$ cat src/rtl/scan_ldclr_pipe.sv
// WIDTH x DEPTH scannable register pipeline with shared advance, synchronous clear,
// per-stage valid tracking and a saturating scan-shift counter.
module scan_ldclr_pipe #(
  parameter int WIDTH = 8,
  parameter int DEPTH = 4,
  parameter int CNTW  = $clog2(WIDTH*DEPTH+1)
) (
  input  logic             CK,
  input  logic             RB,
  input  logic [WIDTH-1:0] D,
  input  logic             VI,
  input  logic             LD,
  input  logic             CLRB,
  input  logic             SEL,
  input  logic             TD,
  output logic [WIDTH-1:0] Q,
  output logic [WIDTH-1:0] QB,
  output logic             VO,
  output logic             SO,
  output logic [CNTW-1:0]  SCNT,
  output logic             SDONE
);

  localparam int N = WIDTH * DEPTH;
  localparam logic [CNTW-1:0] N_CNT = CNTW'(N);

  // Stage s occupies chain[s*WIDTH +: WIDTH], so the scan chain and the
  // functional pipeline share one flat vector.
  logic [N-1:0]     chain;
  logic [N-1:0]     chain_shift;
  logic [N-1:0]     chain_load;
  logic [DEPTH-1:0] vld;
  logic [DEPTH-1:0] vld_load;
  logic [CNTW-1:0]  cnt;
  logic [CNTW-1:0]  cnt_nxt;
  logic             done;

  function automatic logic [CNTW-1:0] sat_inc(input logic [CNTW-1:0] c);
    return (c >= N_CNT) ? c : c + CNTW'(1);
  endfunction

  always_comb begin
    chain_shift                = chain << 1;
    chain_shift[0]             = TD;
    chain_load                 = chain << WIDTH;
    chain_load[WIDTH-1:0]      = D;
    vld_load                   = vld << 1;
    vld_load[0]                = VI;
    cnt_nxt                    = SEL ? sat_inc(cnt) : '0;
  end

  always_ff @(posedge CK or negedge RB) begin
    if (!RB) begin
      chain <= '0;
      vld   <= '0;
      cnt   <= '0;
      done  <= 1'b0;
    end else begin
      cnt  <= cnt_nxt;
      done <= (cnt_nxt == N_CNT);
      // Scan outranks clear so a scan-in pattern cannot be wiped by functional control.
      if (SEL) begin
        chain <= chain_shift;
      end else if (!CLRB) begin
        chain <= '0;
        vld   <= '0;
      end else if (LD) begin
        chain <= chain_load;
        vld   <= vld_load;
      end
    end
  end

  assign Q     = chain[N-1 -: WIDTH];
  assign QB    = ~chain[N-1 -: WIDTH];
  assign VO    = vld[DEPTH-1];
  assign SO    = chain[N-1];
  assign SCNT  = cnt;
  assign SDONE = done;

endmodule

$ cat config.mk
export PLATFORM = sky130hd
export DESIGN_NAME = scan_ldclr_pipe
export DESIGN_NICKNAME = d
export VERILOG_FILES = /design/src/rtl/scan_ldclr_pipe.sv
export SDC_FILE = /design/constraint.sdc
export NUM_CORES = 1
export LEC_CHECK = 0
export ABC_AREA = 1
export BUFFER_PORTS_ARGS = -buffer_cell sky130_fd_sc_hd__clkbuf_2
export CORE_ASPECT_RATIO = 0.75
export CORE_MARGIN = 3
export CORE_UTILIZATION = 45
export CTS_CLUSTER_DIAMETER = 30
export DETAILED_ROUTE_END_ITERATION = 16
export PLACE_DENSITY_LB_ADDON = 0.2
export SYNTH_ARGS = -nofsm -noshare
export SYNTH_HDL_FRONTEND = slang
export SYNTH_SLANG_ARGS = --single-unit
$ cat constraint.sdc
create_clock -name CK -period 2.3 [get_ports CK]
set_clock_uncertainty 0.1 [all_clocks]
set_input_delay 0.23 -clock CK [delete_from_list [all_inputs] [get_ports CK]]
set_output_delay 0.23 -clock CK [all_outputs]
set_load 0.03 [all_outputs]
==> run_results.csv <==
group,metric,value,unit
cts,cts_buffers,5,
cts,postCtsResizedCells,0,
drt,drcViolationCount,0,
pwr,clkPwrFrac,0.329,
setup_path,worstSetupStartpoint,"SCNT[0]",
synthesis,synthTopCellsByCount,"inv_1 (48), dfrtp_1 (43), nand2_1 (41)",
drt,final_antenna_net_count,0,
pwr,leakage,1.089,nW
global_routing,antenna_found_initial,0,
pwr,ir_drop,408.0,uV
place,port-buffer-count,39,
pwr,swShare,0.2827,
pwr,p_per_area,648.8,nW/um^2
timing,slew_headroom,0.6504,
timing,tightest_slew,524.4,ps
setup_path,r2r-end,"SDONE",
pwr,p_seq_frac,0.548,
setup_path,crit_path_end,"SDONE",
pwr,p_int,0.001067,W
synthesis,synthTopCellsByArea,"dfrtp_1 (53%), o221ai_1 (12%), inv_1 (8.9%), nand2_1 (7.6%), buf_4 (3.3%)",
timing,min_period,1494,ps
job,maxCapViolCount,0,
synthesis,synth_area,2034,sq um
setup_path,r2r_start,"SCNT[0]",
floorplanning,fp.dieW,83.64,microns
setup_path,critPathCaptureType,"flop",
setup_path,cp_slowest_cell,"dfrtp_1",
setup_path,cp_num_buf_inv,2,
synthesis,async_flop_share,1.000,
drt,dr.pass1.iters,4,
global_routing,grt_pass1_vias,1565,
floorplanning,core_area,4204,sq um
pwr,netSwitchingPower,0.0004205,W
setup_path,cp.required,2440,ps
setup_path,path_cells,"inv_1 -> ha_1 -> inv_1 -> nand2_1 -> nand3_1 -> nand2_1 -> nor2_1 -> nand2_1 -> nor2_1",
setup_path,ff2ff_path_depth,9,
place,placed_area,2190,sq um
floorplanning,die_y,64.23,microns
final_layout,fill_cells,405,
final_layout,diodes,0,
final_layout,drive_above_1_share,0.2191,
timing,fin_crit_sh,0.6497,
timing,setup-tns-final,0,ps
cts,cts_tree,"done",
final_layout,area_delta_synth_final,12.67,%
floorplanning,rows,20,
timing,hold_ws,61.02,ps
synthesis,synth.most_common_cell,"inv_1",
drt,avgRoutedWirePerCell,13.44,microns
cts,htreeDepth,2,
setup_path,worstPathMaxFanout,5,
timing,setup_viol,0,
floorplanning,dieArea,5372,sq um
synthesis,yosysUniqueCellTypes,19,
setup_path,worstPathArrival,1630,ps
synthesis,syn_nets,235,
final_layout,postLayoutCoreUtil,0.5452,
synthesis,synth_area_per_cell,9.332,sq um
cts,clk_path_buf_depth,2,
timing,finalHoldViolations,0,
drt,drt-total-wl,4112,microns
setup_path,r2r_slack,810,ps
setup_path,crit_family,"simple AND/OR/NAND/NOR gates",
setup_path,cpMostUsedCell,"nand2_1",
cts,numClockSinks,43,
setup_path,critical_path_class,"flop to flop",
synthesis,synth_top_flop_cell,"dfrtp_1",
synthesis,yosys_warnings,0,
synthesis,ys_seq_elements,43,
drt,drt_iter0_markers,135,
place,post-place-ws,768.8,ps
timing,fin_ws,805.6,ps
final_layout,finalInstanceArea,2292,sq um
cts,clkLatencyLatePin,300,ps
place,dp_hpwl,2893,microns
cts,cts-root-buf,"clkbuf_8",
synthesis,synth_top_cell_by_area,"dfrtp_1",
floorplanning,ios,40,
timing,clock.fmax,669.2,MHz
global_routing,grt_util_all_layers,0.1776,
drt,vias_per_cell,5.023,
setup_path,cp.depth,9,
synthesis,synth_edf_count,0,
place,gp_congestion,0.7926,
pwr,comb_power_share,0.123,
global_routing,grt-ovfl-total,0,
synthesis,seq_area_frac_synth,0.5289,
timing,rsz0062_at_grt,"false",
synthesis,synth_cells,218,
cts,clkTransAtPathRegs,90,ps
synthesis,yosysTopAreaCellShare,0.5289,
global_routing,grt_max_degree,44,
timing,slew_violations,0,
floorplanning,initial_core_util,0.4839,
worst_hold_path,hold_path.class,"input port to flop",
global_routing,grt_pass1_wl,7431,microns
setup_path,cp-start-kind,"flop",
status,status,"complete, no violations",
setup_path,critPathMaxStageDelay,420,ps
drt,vias,1537,
final_layout,nNetsFinal,267,
## placed cells by master, fill, tap and decap left out
cell	netlist	routed
a21oi_1	2	2
a31oi_1	1	1
buf_4	9	3
clkbuf_2	0	39
clkbuf_8	0	5
clkinv_1	1	1
clkinvlp_4	0	2
dfrtp_1	43	43
dlygate4sd3_1	0	1
ha_1	2	2
inv_1	48	48
inv_6	0	1
nand2_1	41	41
nand2_4	1	1
nand3_1	13	13
nand4_1	2	2
nor2_1	9	9
nor2_2	1	1
o21ai_0	2	2
o221ai_1	28	28
o221ai_2	3	3
o22ai_1	3	3
## cell type report
class | count | area (sq um) | share of cell area
clock inverter | 3 | 23.77 | 0.01037
clock buffer | 5 | 68.82 | 0.03002
inverter | 49 | 183.9 | 0.08024
tap | 55 | 68.82 | 0.03002
timing repair buffer | 43 | 227.7 | 0.09934
sequential | 43 | 1076 | 0.4694
multi-input combinational | 108 | 643.1 | 0.2806
## worst min-delay path: cells and delay by family
kind / cells / cell delay, ps
AOI/OAI and AO/OA: 1 / 60
and+or+nand+nor: 1 / 60
buffers and inverters: 1 / 70
## power groups by stage
stage / clock network, W / registers (W) / logic (W)
6_report: 0.000489 / 0.000816 / 0.000183
5_1_grt: 0.000550 / 0.000821 / 0.000210
4_1_cts: 0.000512 / 0.000816 / 0.000186
3_5_place_dp: 0 / 0.000831 / 0.000184
3_3_place_gp: 0 / 0.000830 / 0.000183
2_1_floorplan: 0 / 0.000835 / 0.000120
## timing repair
| action | 4_1_cts | 5_1_grt |
|---|---|---|
| hold buffers | 1 | 0 |
| buffers inserted | 0 | 0 |
| hold endpoints to repair | 43 | 0 |
## sequential cells by signal, summed over array words and instances (netlist names)
signal and count:
SCNT 6, chain 32, SDONE 1, vld 4
## metal layers
layer | vias up | global-route usage | wire length [microns]
li1 | 777 | - | -
met1 | 715 | 0.2574 | 2205
met2 | 43 | 0.2431 | 1671
met3 | 2 | 0.06572 | 213
met4 | 0 | 0.06024 | 22
met5 | - | 0 | 0
## metrics by stage
step                      instances  total power [W]
final                           306         0.001487
after global routing            306         0.001581
after CTS                       306         0.001513
after detailed placement        297         0.001014
after global placement          297         0.001012
after floorplan                 218        0.0009549
## logic make-up (layout without fill, tap and decap cells)
kind of cell / Yosys count / in the layout / share of synthesized area
AOI/OAI and AO/OA: 39 / 39 / 0.1648
adders and majority gates: 2 / 2 / 0.01230
buffers and inverters: 67 / 100 / 0.1550
DFF: 43 / 43 / 0.5289
and+or+nand+nor: 67 / 67 / 0.1390
## worst min-delay path by stage
stage / cells after the start / slack (ps) / endpoint / startpoint
after floorplan: 0 / -170 / SCNT[0] / RB
after global placement: 2 / 240 / vld[3] / RB
after detailed placement: 2 / 240 / chain[28] / RB
after CTS: 3 / 50 / vld[0] / VI
after global routing: 3 / 80 / chain[5] / D[5]
final: 3 / 60 / vld[0] / VI
No activity file was read; power rests on OpenSTA's default activity.
